## src/rtl/light_show_sequencer_if.sv

```systemverilog
// Control and status bundle between the show sequencer and its surroundings.
// Latency: none, this is wiring only.
// Backpressure: none; the master side drives pulses and levels, the slave reports status.
interface light_show_sequencer_if #(
    parameter int STEP_W = 16
);
    logic              Tick;
    logic              Enable;
    logic              Pause;
    logic              Skip;
    logic              RoutineDone;
    logic [2:0]        RoutineSel;
    logic              StartPulse;
    logic [STEP_W-1:0] Step;
    logic              Active;
    logic              LastStep;
    logic [7:0]        CycleCount;
    logic              Wrapped;

    // Stimulus side: the pulse generator, control logic and routines.
    modport master (
        output Tick, Enable, Pause, Skip, RoutineDone,
        input  RoutineSel, StartPulse, Step, Active, LastStep, CycleCount, Wrapped
    );

    // Sequencer side.
    modport slave (
        input  Tick, Enable, Pause, Skip, RoutineDone,
        output RoutineSel, StartPulse, Step, Active, LastStep, CycleCount, Wrapped
    );
endinterface

```

## src/rtl/light_show_sequencer.sv

```systemverilog
// Schedules the light-show routines cyclically, timing each one by a per-routine Tick budget.
// Latency: outputs registered; a finishing Tick gives ADVANCE next cycle and StartPulse the cycle after.
// Backpressure: none; Pause freezes the running routine, Skip/RoutineDone end it early.
module light_show_sequencer #(
    parameter int NUM_RTN = 6,
    parameter int STEP_W  = 16,
    parameter logic [NUM_RTN*STEP_W-1:0] DUR_TABLE =
        {16'd242, 16'd58, 16'd64, 16'd43, 16'd48, 16'd28}
) (
    input  logic                 Clock,
    input  logic                 ResetN,
    light_show_sequencer_if.slave sif
);

    typedef enum logic [2:0] {
        S_IDLE    = 3'd0,
        S_LAUNCH  = 3'd1,
        S_RUN     = 3'd2,
        S_PAUSED  = 3'd3,
        S_ADVANCE = 3'd4
    } state_t;

    state_t            state_q, state_d;
    logic [2:0]        sel_q, sel_d;
    logic [STEP_W-1:0] step_q, step_d;
    logic [7:0]        cc_q, cc_d;
    logic              start_q, start_d;
    logic              active_q, active_d;
    logic              last_q, last_d;
    logic              wrap_q, wrap_d;
    logic [STEP_W-1:0] dur_cur;
    logic [STEP_W-1:0] dur_nxt;
    logic              step_at_end;
    logic              is_last_rtn;

    // Duration lookup; indices past the table read as zero (skipped).
    function automatic logic [STEP_W-1:0] dur_of(input logic [2:0] idx);
        logic [STEP_W-1:0] d;
        d = '0;
        for (int i = 0; i < NUM_RTN; i++) begin
            if (idx == 3'(i)) begin
                d = DUR_TABLE[i*STEP_W +: STEP_W];
            end
        end
        return d;
    endfunction

    assign dur_cur     = dur_of(sel_q);
    // Only meaningful in RUN, where the duration is known to be nonzero.
    assign step_at_end = (step_q == dur_cur - STEP_W'(1));
    assign is_last_rtn = (sel_q == 3'(NUM_RTN - 1));

    // Next-state and registered-output computation.
    always_comb begin
        state_d  = state_q;
        sel_d    = sel_q;
        step_d   = step_q;
        cc_d     = cc_q;
        wrap_d   = 1'b0;
        dur_nxt  = '0;
        start_d  = 1'b0;
        active_d = 1'b0;
        last_d   = 1'b0;

        case (state_q)
            S_IDLE: begin
                if (sif.Enable) begin
                    state_d = S_LAUNCH;
                end
            end
            S_LAUNCH: begin
                // A Tick seen here belongs to nobody and is dropped.
                state_d = (dur_cur == '0) ? S_ADVANCE : S_RUN;
            end
            S_RUN: begin
                if (sif.Skip || sif.RoutineDone) begin
                    state_d = S_ADVANCE;
                end else if (sif.Pause) begin
                    state_d = S_PAUSED;
                end else if (sif.Tick) begin
                    if (step_at_end) begin
                        state_d = S_ADVANCE;
                    end else begin
                        step_d = step_q + STEP_W'(1);
                    end
                end
            end
            S_PAUSED: begin
                // Everything but Pause is ignored, including a Tick in the release cycle.
                if (!sif.Pause) begin
                    state_d = S_RUN;
                end
            end
            S_ADVANCE: begin
                state_d = sif.Enable ? S_LAUNCH : S_IDLE;
            end
            default: begin
                state_d = S_IDLE;
            end
        endcase

        // Routine index moves on entry to ADVANCE so it is already valid there.
        if (state_d == S_ADVANCE && state_q != S_ADVANCE) begin
            if (is_last_rtn) begin
                sel_d  = 3'd0;
                cc_d   = cc_q + 8'd1;
                wrap_d = 1'b1;
            end else begin
                sel_d = sel_q + 3'd1;
            end
        end

        if (state_d == S_LAUNCH) begin
            step_d = '0;
        end

        dur_nxt  = dur_of(sel_d);
        start_d  = (state_d == S_LAUNCH) && (dur_nxt != '0);
        active_d = start_d || (state_d == S_RUN) || (state_d == S_PAUSED);
        last_d   = ((state_d == S_RUN) || (state_d == S_PAUSED)) &&
                   (step_d == dur_nxt - STEP_W'(1));
    end

    // State and output registers; reset drops straight to IDLE with all outputs low.
    always_ff @(posedge Clock or negedge ResetN) begin
        if (!ResetN) begin
            state_q  <= S_IDLE;
            sel_q    <= 3'd0;
            step_q   <= '0;
            cc_q     <= 8'd0;
            start_q  <= 1'b0;
            active_q <= 1'b0;
            last_q   <= 1'b0;
            wrap_q   <= 1'b0;
        end else begin
            state_q  <= state_d;
            sel_q    <= sel_d;
            step_q   <= step_d;
            cc_q     <= cc_d;
            start_q  <= start_d;
            active_q <= active_d;
            last_q   <= last_d;
            wrap_q   <= wrap_d;
        end
    end

    assign sif.RoutineSel = sel_q;
    assign sif.StartPulse = start_q;
    assign sif.Step       = step_q;
    assign sif.Active     = active_q;
    assign sif.LastStep   = last_q;
    assign sif.CycleCount = cc_q;
    assign sif.Wrapped    = wrap_q;

endmodule

```

## src/flat_wrapper.sv

```systemverilog
// flat-port wrapper written by rule: the top's interface ports become plain ports
module light_show_sequencer_flat 
#(
    parameter int NUM_RTN = 6,
    parameter int STEP_W  = 16,
    parameter logic [NUM_RTN*STEP_W-1:0] DUR_TABLE =
        {16'd242, 16'd58, 16'd64, 16'd43, 16'd48, 16'd28}
)
  (Clock, ResetN, sif_Tick, sif_Enable, sif_Pause, sif_Skip, sif_RoutineDone, sif_RoutineSel, sif_StartPulse, sif_Step, sif_Active, sif_LastStep, sif_CycleCount, sif_Wrapped);
  light_show_sequencer_if #(.STEP_W(STEP_W)) sif_i ();
  input  logic Clock;
  input  logic ResetN;
  input wire logic [$bits(sif_i.Tick)-1:0] sif_Tick;
  input wire logic [$bits(sif_i.Enable)-1:0] sif_Enable;
  input wire logic [$bits(sif_i.Pause)-1:0] sif_Pause;
  input wire logic [$bits(sif_i.Skip)-1:0] sif_Skip;
  input wire logic [$bits(sif_i.RoutineDone)-1:0] sif_RoutineDone;
  output wire logic [$bits(sif_i.RoutineSel)-1:0] sif_RoutineSel;
  output wire logic [$bits(sif_i.StartPulse)-1:0] sif_StartPulse;
  output wire logic [$bits(sif_i.Step)-1:0] sif_Step;
  output wire logic [$bits(sif_i.Active)-1:0] sif_Active;
  output wire logic [$bits(sif_i.LastStep)-1:0] sif_LastStep;
  output wire logic [$bits(sif_i.CycleCount)-1:0] sif_CycleCount;
  output wire logic [$bits(sif_i.Wrapped)-1:0] sif_Wrapped;
  assign sif_i.Tick = sif_Tick;
  assign sif_i.Enable = sif_Enable;
  assign sif_i.Pause = sif_Pause;
  assign sif_i.Skip = sif_Skip;
  assign sif_i.RoutineDone = sif_RoutineDone;
  assign sif_RoutineSel = sif_i.RoutineSel;
  assign sif_StartPulse = sif_i.StartPulse;
  assign sif_Step = sif_i.Step;
  assign sif_Active = sif_i.Active;
  assign sif_LastStep = sif_i.LastStep;
  assign sif_CycleCount = sif_i.CycleCount;
  assign sif_Wrapped = sif_i.Wrapped;
  light_show_sequencer #(.NUM_RTN(NUM_RTN), .STEP_W(STEP_W), .DUR_TABLE(DUR_TABLE)) u_core (.Clock(Clock), .ResetN(ResetN), .sif(sif_i));
endmodule
```

## config.mk

```make
export PLATFORM = sky130hd
export DESIGN_NAME = light_show_sequencer_flat
export DESIGN_NICKNAME = d
export VERILOG_FILES = /design/src/rtl/light_show_sequencer_if.sv /design/src/rtl/light_show_sequencer.sv /design/src/flat_wrapper.sv
export SDC_FILE = /design/constraint.sdc
export NUM_CORES = 1
export LEC_CHECK = 0
export CAP_MARGIN = 25
export CORE_AREA = 2 2 81 103
export DETAILED_ROUTE_END_ITERATION = 12
export DIE_AREA = 0 0 83 105
export HOLD_SLACK_MARGIN = 0.06
export PLACE_DENSITY = 0.54
export SYNTH_ARGS = -nofsm -noshare
export SYNTH_HDL_FRONTEND = slang
export SYNTH_SLANG_ARGS = --single-unit
```

## constraint.sdc

```tcl
create_clock -name Clock -period 5.3 [get_ports Clock]
set_clock_uncertainty 0.1 [all_clocks]
set_input_delay 1.06 -clock Clock [delete_from_list [all_inputs] [get_ports Clock]]
set_output_delay 1.06 -clock Clock [all_outputs]
set_load 0.01 [all_outputs]
```

**Word-level counts from Yosys, hierarchy flattened**

Cells that the tools add are included.

- Input bits: 7
- Register bits after elaboration: 34
- Output and inout bits: 31
- Word-level logic and storage cells: 78

- Mux-type cells: 31
- Reduce and logical (&&, ||, !) cells: 13
- $add $sub $neg: 5
- Eq/ne operators: 21

Operators by type and width:

| cell | count |
|---|---|
| $mux W16 | 11 |
| $eq A16 B16 Y1 | 2 |
| $mux W3 | 9 |
| $eq A3 B2 Y1 const B | 8 |
| $eq A3 B3 Y1 const B | 6 |
| $add A16 B1 Y16 const B | 1 |
| $logic_not A16 Y1 | 1 |
| $reduce_bool A16 Y1 | 1 |
| $sub A16 B1 Y16 const B | 1 |
| $pmux W3 S5 | 1 |
| $mux W7 | 2 |
| $eq A3 B1 Y1 const B | 4 |
| $mux W6 | 2 |
| $mux W5 | 2 |
| $logic_not A3 Y1 | 3 |
| $sub A8 B1 Y9 const B | 1 |
| $add A8 B1 Y8 const B | 1 |
| $mux W8 | 1 |
| $logic_or A1 B1 Y1 | 4 |
| $add A3 B1 Y3 const B | 1 |
| $logic_and A1 B1 Y1 | 3 |
| $mux W1 | 3 |
| $ne A3 B3 Y1 const B | 1 |
| $reduce_and A2 Y1 | 1 |

**Logic depth before layout (Yosys ltp)**

Gate-level depths: netlist of the first run.

- Word-level depth: 28
- Mapped depth: 27
- Gate-level depth less buffers: 23

**Worst setup path before layout of the first run**

OpenSTA, ideal clock, no wires.

- Kind: register -> register
- Start: register u_core.sel_q[0] (netlist: u_core.sif.RoutineSel[0])
- End: register u_core.last_q (netlist: u_core.sif.LastStep)
- Required time: 5.066 ns
- Path slack: 0.507 ns
- Library setup time: 0.134 ns
- Period minus slack after synthesis: 4.793 ns
- Path buffers: 3
- Data arrival time: 4.559 ns
- Cell stages (with the launch flop): 25
- Cell sequence: dfrtp_1 > buf_2 > inv_1 > nor2_1 > ha_1 > buf_2 > nor4b_2 > inv_1 > ha_1 > nand2_1 > ha_1 > xnor2_1 > nand4_1 > a211oi_2 > and4_1 > buf_2 > o21ai_2 > o41a_1 > ha_1 > nor3_1 > o221ai_1 > a21o_1 > and3_1 > o221ai_1 > a2111oi_4

- Longest elaborated chain between the ends: 27
- Elaborated cells between the ends (all ways): 51
- Those cells by class: 3 x add/sub; 16 x eq/ne; 26 x mux; 6 x reduce/logical

RTL lines:

| what | RTL line | RTL |
|---|---|---|
| start: declaration | light_show_sequencer.sv:24 | `logic [2:0] sel_q, sel_d;` |
| start signal: assignment | light_show_sequencer.sv:137 | `sel_q <= sel_d;` |
| $logic_not A3 Y1 | light_show_sequencer.sv:41 | `if (idx == 3'(i)) begin` |
| $mux W5 | light_show_sequencer.sv:41 |  |
| $mux W16 (5 in a row) | light_show_sequencer.sv:41 |  |
| $sub A16 B1 Y16 | light_show_sequencer.sv:50 | `assign step_at_end = (step_q == dur_cur - STEP_W'(1));` |
| $eq A16 B16 Y1 | light_show_sequencer.sv:50 |  |
| $mux W3 | light_show_sequencer.sv:81 | `if (step_at_end) begin` |
| $mux W3 | light_show_sequencer.sv:80 | `end else if (sif.Tick) begin` |
| $mux W3 | light_show_sequencer.sv:78 | `end else if (sif.Pause) begin` |
| [6 not listed] | -- |  |
| $mux W5 | light_show_sequencer.sv:41 |  |
| $mux W6 (2 in a row) | light_show_sequencer.sv:41 |  |
| $mux W7 (2 in a row) | light_show_sequencer.sv:41 |  |
| $mux W8 | light_show_sequencer.sv:41 |  |
| $sub A8 B1 Y9 | light_show_sequencer.sv:121 | `(step_d == dur_nxt - STEP_W'(1));` |
| $eq A16 B16 Y1 | light_show_sequencer.sv:121 |  |
| $logic_and A1 B1 Y1 (*) | light_show_sequencer.sv:120 | `last_d = ((state_d == S_RUN) \|\| (state_d == S_PAUSED)) &&` |
| named net u_core.last_d | light_show_sequencer.sv:29 | `logic last_q, last_d;` |
| end signal: assignment | light_show_sequencer.sv:142 | `last_q <= last_d;` |
| end: declaration | light_show_sequencer.sv:29 |  |

The timed path passes the listed nets; every way through them passes the cells marked *.
A chain may end at the register's enable or synchronous reset.

**Final worst setup path of the first run**

- Start: register u_core.sel_q[2] (netlist: u_core.sif.RoutineSel[2])
- End: register u_core.last_q (netlist: u_core.sif.LastStep)

The elaborated chain is that of the path after synthesis.

==> results.sh, run 1 <==
export IMPL_status="finished, final reports clean"
export IMPL_cts_max_level=2
export IMPL_areaGrowthSynthToFinish_pct=20.1
export IMPL_cap_viol_max_count=0
export IMPL_cp_start_kind="flop"
export IMPL_ys_ff_latch=34
export IMPL_ctsHoldBuffers=0
export IMPL_die_area_um2=8720
export IMPL_cts_root_buffer="clkbuf_8"
export IMPL_start_util_pct=35.4
export IMPL_syn_area_um2=2730
export IMPL_fin_nets=371
export IMPL_syn_avg_cell_area_um2=8.41
export IMPL_rsz0062_at_grt="false"
export IMPL_async_flop_share_pct=100
export IMPL_final_period_utilization_pct=89.9
export IMPL_grt_pass1_wl_um=13900
export IMPL_fin_crit_ns=4.76
export IMPL_syn_nets=338
export IMPL_setup_viol=0
export IMPL_grt_pass1_vias=2642
export IMPL_core_um2=7700
export IMPL_gp_congestion=0.971
export IMPL_cts_resized=0
export IMPL_final_common_cell="clkdlybuf4s50_1"
export IMPL_clk_path_buf_depth=2
export IMPL_timing_rr_start="u_core.sif.RoutineSel[2]"
export IMPL_min_path_type="flop to flop"
export IMPL_drc=0
export IMPL_post_cts_buffers=0
export IMPL_holdWs_ns=0.386
export IMPL_ys_top_cells_by_area="dfrtp_1, xnor2_1, nand2_1"
export IMPL_cts_inserted_buffers=5
export IMPL_min_delay_start="u_core.sif.CycleCount[7]"
export IMPL_crit_path_end_kind="flop"
export IMPL_place_inst=445
export IMPL_routed_wl_um=8400
export IMPL_total_leakage_power_nw=1.31
export IMPL_clkSlewWorstSetupHoldPaths_ns=0.08
export IMPL_detailed_place_hpwl_um=6310
export IMPL_ant_nets=0
export IMPL_wire_per_inst_um=18.5
export IMPL_critPathKind="flop to flop"
export IMPL_post_route_util_pct=42.5
export IMPL_clkLatencyLatePin_ns=0.30
export IMPL_antenna_found_initial=0
export IMPL_vias_per_cell=5.97
export IMPL_final_cell_mix="clkdlybuf4s50_1, dfrtp_1, nand2_1"
export IMPL_drtPass1Iterations=5
export IMPL_die_h_um=105
export IMPL_worst_ep_arrival_time_ns=4.87
export IMPL_finalNonFillerCells=453
export IMPL_dieWidth_um=83
export IMPL_yosysSeqAreaShare_pct=31.2
export IMPL_yosys_area_top_type="dfrtp_1"
export IMPL_max_vdd_ir_drop_mv=0.277
export IMPL_max_freq_mhz=210
export IMPL_synth_edf_count=0
export IMPL_powerDensity_nw_per_um2=424
export IMPL_port_buffers=37
export IMPL_critical_path_required_ns=5.40
export IMPL_critPathLaunch="u_core.sif.RoutineSel[2]"
export IMPL_slew_viol_final=0
export IMPL_yosysWarnings=0
export IMPL_final_setup_tns_ns=0
export IMPL_cts_tree="done"
export IMPL_drtIter0Drc=257
export IMPL_tightest_slew_ns=0.789
export IMPL_synth_distinct_cells=60
export IMPL_hold_viol_final=0
export IMPL_vias=2705
export IMPL_drive_gt1_share_pct=9.50
export IMPL_synth_top_area_share_pct=31.2
export IMPL_path_max_fanout=8
export IMPL_rows=36
export IMPL_diodes=0
export IMPL_clock_sinks=34
export IMPL_slew_headroom_pct=47.4
export IMPL_io_pin_count=38
export IMPL_grt_max_degree=35
export IMPL_grt_ovfl_total=0
export IMPL_grt_total_usage_pct=20.1
export IMPL_ys_flop_type="dfrtp_1"
export IMPL_netlist_instances=324
[kinds of logic after synthesis]
logic type,Yosys count,share of synthesized area [%]
simple gates,140,28.8
compound gates,74,19.7
buf+inv,36,5.65
flops,34,31.2
xor+xnor,28,9.55
fa+ha+maj,7,3.21
mux,5,1.84
[cell usage after synthesis, drive strengths merged (4+ instances only)]
master and n:
xnor2 16, buf 15, o21ai 16, nor4b 5, nand4 15, nor4 4
nor2 27, ha 7, clkbuf 5, inv 16, and2 5, nand2 28
xor2 12, dfrtp 34, nand2b 7, and3 4, or4 4, and4 4
mux2i 5, nand3 11, nor3 9, o211ai 6, a211oi 8, a21oi 15
or3 9
[report_power, final]
part	leakage (nW)	internal [W]	switching, W	total [W]
clock network	0.0441	0.0000924	0.000114	0.000206
registers	0.462	0.000295	0.0000329	0.000328
logic	0.800	0.000345	0.000509	0.000854
total	1.31	0.000733	0.000656	0.00139
[metrics by stage]
step	setup slack (ns)	cell area, um^2	total power [W]
after global routing	0.177	3270	0.00150
after CTS	0.548	3270	0.00138
after detailed placement	0.461	3180	0.00117
after floorplan	0.507	2730	0.000929
final	0.536	3270	0.00139
after global placement	0.495	3180	0.00119
[worst max-delay path, stage by stage, from the launching register on]
cell,delay [ns]
dfrtp_1,0.35
inv_1,0.12
ha_1,0.26
nor4b_2,0.39
inv_1,0.09
ha_1,0.24
nand2_1,0.08
ha_1,0.23
xnor2_1,0.14
nand4_1,0.12
a211oi_2,0.30
and4_1,0.36
o21ai_2,0.16
o41a_1,0.44
ha_1,0.26
nor3_1,0.20
o221ai_1,0.12
a21o_1,0.18
a21oi_1,0.12
o221ai_1,0.19
a2111oi_4,0.21
[per-layer routing]
metal	vias to the layer above	wire [um]	track usage (%)
li1	1258	-	-
met4	0	369	9.95
met3	31	472	3.71
met2	125	4050	32.7
met5	-	0	0
met1	1291	3510	25.4
[sequential cells by signal, summed over array words and instances, names as in the netlist]
name and cells:
u_core.sif.Active 1, u_core.sif.CycleCount 8, u_core.sif.RoutineSel 3, u_core.sif.StartPulse 1, u_core.sif.Step 16, u_core.sif.Wrapped 1, u_core.state_q 3, u_core.sif.LastStep 1
[area by class of cell]
class / count / area (um^2)
inverters: 16 / 60.1
flip-flops and latches: 34 / 851
well taps: 95 / 119
fillers: 761 / 4430
clock inverters: 3 / 21.3
clock buffers: 5 / 68.8
multi-input cells: 254 / 1720
repair buffers: 46 / 433
[worst paths after layout]
kind,endpoint,slack [ns],cells after the start
worst min register to register,u_core.sif.CycleCount[7],0.39,1
worst max register to register,u_core.sif.LastStep,0.54,20
max in group asynchronous,u_core.sif.CycleCount[6],3.87,1
worst min-delay path,u_core.sif.CycleCount[7],0.39,1
min in group asynchronous,u_core.sif.Step[14],0.73,1
worst max-delay path,u_core.sif.LastStep,0.54,20
(Power assumes the default switching activity.)
==> run 2: changes to the inputs <==
--- a/config.mk
+++ b/config.mk
@@ -10,7 +10,7 @@
 export DETAILED_ROUTE_END_ITERATION = 12
 export DIE_AREA = 0 0 83 105
 export HOLD_SLACK_MARGIN = 0.06
-export PLACE_DENSITY = 0.54
+export PLACE_DENSITY = 0.56
 export SYNTH_ARGS = -nofsm -noshare
 export SYNTH_HDL_FRONTEND = slang
 export SYNTH_SLANG_ARGS = --single-unit
==> run 2 against run 1 <==
Worst setup slack got worse by 0.078 ns; combinational power rose by 0.5%; clock power is 47% higher; first-iteration DRC count down 32%; sequential share of layout area down 0.37 points; sequential cell count unchanged; core utilization is 0.62 points higher; sequential power about the same; via count decreased by 3.3%; die area stayed put; routed wire length down 0.67%.
==> results.sh, run 2 (synthesis results as in run 1) <==
export IMPL_clk_path_buf_depth=2
export IMPL_cts_root_buffer="clkbuf_8"
export IMPL_finalNonFillerCells=453
export IMPL_cp_slowest_cell="o41a_1"
export IMPL_crit_chain="inv_1 -> nor2_1 -> ha_1 -> nor4b_2 -> nor2_1 -> ha_1 -> nand2_1 -> ha_1 -> xnor2_1 -> nand4_1 -> a211oi_2 -> and4_1 -> o21ai_2 -> o41a_1 -> ha_1 -> nor3_1 -> o221ai_1 -> a21o_1 -> a21oi_1 -> o221ai_1 -> a2111oi_4"
export IMPL_drtPass1Iterations=4
export IMPL_antenna_found_initial=0
export IMPL_min_delay_start="u_core.sif.CycleCount[7]"
export IMPL_max_vdd_ir_drop_mv=0.205
export IMPL_powerDensity_nw_per_um2=449
export IMPL_rsz0062_at_grt="false"
export IMPL_place_inst=445
export IMPL_hold_viol_final=0
export IMPL_cts_resized=0
export IMPL_total_leakage_power_nw=1.33
export IMPL_min_path_type="flop to flop"
export IMPL_slowest_delay_ns=0.43
export IMPL_ctsHoldBuffers=0
export IMPL_drc=0
export IMPL_clkSlewWorstSetupHoldPaths_ns=0.09
export IMPL_grt_max_degree=35
export IMPL_tightest_slew_ns=0.812
export IMPL_total_power_w=0.00149
export IMPL_cp_start_kind="flop"
export IMPL_vias_per_cell=5.77
export IMPL_crit_buf_inv=1
export IMPL_final_cell_mix="clkdlybuf4s50_1, dfrtp_1, nand2_1"
export IMPL_cts_inserted_buffers=5
export IMPL_design_area_um2=3320
export IMPL_crit_path_end_kind="flop"
export IMPL_grt_ovfl_total=0
export IMPL_areaGrowthSynthToFinish_pct=21.9
export IMPL_final_setup_tns_ns=0
export IMPL_status="finished, final reports clean"
export IMPL_die_area_um2=8720
export IMPL_slew_viol_final=0
export IMPL_placed_area_um2=3180
export IMPL_final_period_utilization_pct=91.4
export IMPL_grt_pass1_vias=2584
export IMPL_critPathLaunch="u_core.sif.RoutineSel[0]"
export IMPL_critical_path_required_ns=5.39
export IMPL_diodes=0
export IMPL_timing_rr_start="u_core.sif.RoutineSel[0]"
export IMPL_dieWidth_um=83
export IMPL_largest_reg_flops=16
export IMPL_start_util_pct=35.4
export IMPL_clkLatencyLatePin_ns=0.31
export IMPL_clock_sinks=34
export IMPL_port_buffers=37
export IMPL_max_freq_mhz=207
export IMPL_core_um2=7700
export IMPL_vias=2616
export IMPL_ant_nets=0
export IMPL_grt_total_usage_pct=19.6
export IMPL_routed_wl_um=8340
export IMPL_setup_viol=0
export IMPL_wire_per_inst_um=18.4
export IMPL_final_common_cell="clkdlybuf4s50_1"
export IMPL_detailed_place_hpwl_um=6230
export IMPL_worst_ep_arrival_time_ns=4.94
export IMPL_die_h_um=105
export IMPL_fin_crit_ns=4.84
export IMPL_slew_headroom_pct=45.9
export IMPL_critPathKind="flop to flop"
export IMPL_drive_gt1_share_pct=9.50
export IMPL_post_cts_buffers=0
export IMPL_path_max_fanout=8
export IMPL_rows=36
export IMPL_cap_viol_max_count=0
export IMPL_grt_pass1_wl_um=13700
export IMPL_fin_nets=371
export IMPL_cts_max_level=2
export IMPL_gp_congestion=0.948
export IMPL_cts_tree="done"
export IMPL_io_pin_count=38
export IMPL_path_common_cell="ha_1"
export IMPL_drtIter0Drc=176
export IMPL_cpLargestDelayFamily="compound AO/OA/AOI/OAI gates"
==> run 2: power breakdown <==
group | leakage [nW] | switching, W | total, W | internal, W
Combinational | 0.800 | 0.000512 | 0.000858 | 0.000345
Clock | 0.0683 | 0.000114 | 0.000303 | 0.000189
Sequential | 0.462 | 0.0000343 | 0.000330 | 0.000296
Total | 1.33 | 0.000661 | 0.00149 | 0.000830
==> run 2: final cells by class <==
type | count | area [um^2]
timing repair buffer | 46 | 433
clock inverter | 3 | 68.8
tap | 95 | 119
multi-input combinational | 254 | 1720
inverter | 16 | 60.1
fill | 769 | 4380
sequential | 34 | 851
clock buffer | 5 | 68.8
==> run 2: final timing paths <==
kind                       depth (start not counted)                        to  slack [ns]
max                                               21       u_core.sif.LastStep        0.46
min                                                1  u_core.sif.CycleCount[7]        0.38
max reg2reg                                       21       u_core.sif.LastStep        0.46
min reg2reg                                        1  u_core.sif.CycleCount[7]        0.38
max in group asynchronous                          1  u_core.sif.CycleCount[2]        3.84
min in group asynchronous                          1  u_core.sif.CycleCount[1]        0.74
==> run 2: layer usage <==
metal	part of all wire (%)	global-route usage, %	wire length, um	vias up
met4	3.5	7.73	291	0
li1	-	-	-	1259
met2	47	32.8	3950	98
met3	5.2	3.16	433	27
met5	0	0	0	-
met1	44	25.2	3670	1232
==> run 2: per-stage QoR <==
stage	hold WS [ns]	worst slack (ns)	util, %
after floorplan	0.334	0.507	-
after global placement	0.365	0.535	41.3
after detailed placement	0.372	0.483	41.3
after CTS	0.384	0.495	43.1
after global routing	0.402	0.0527	43.1
final	0.385	0.457	43.1
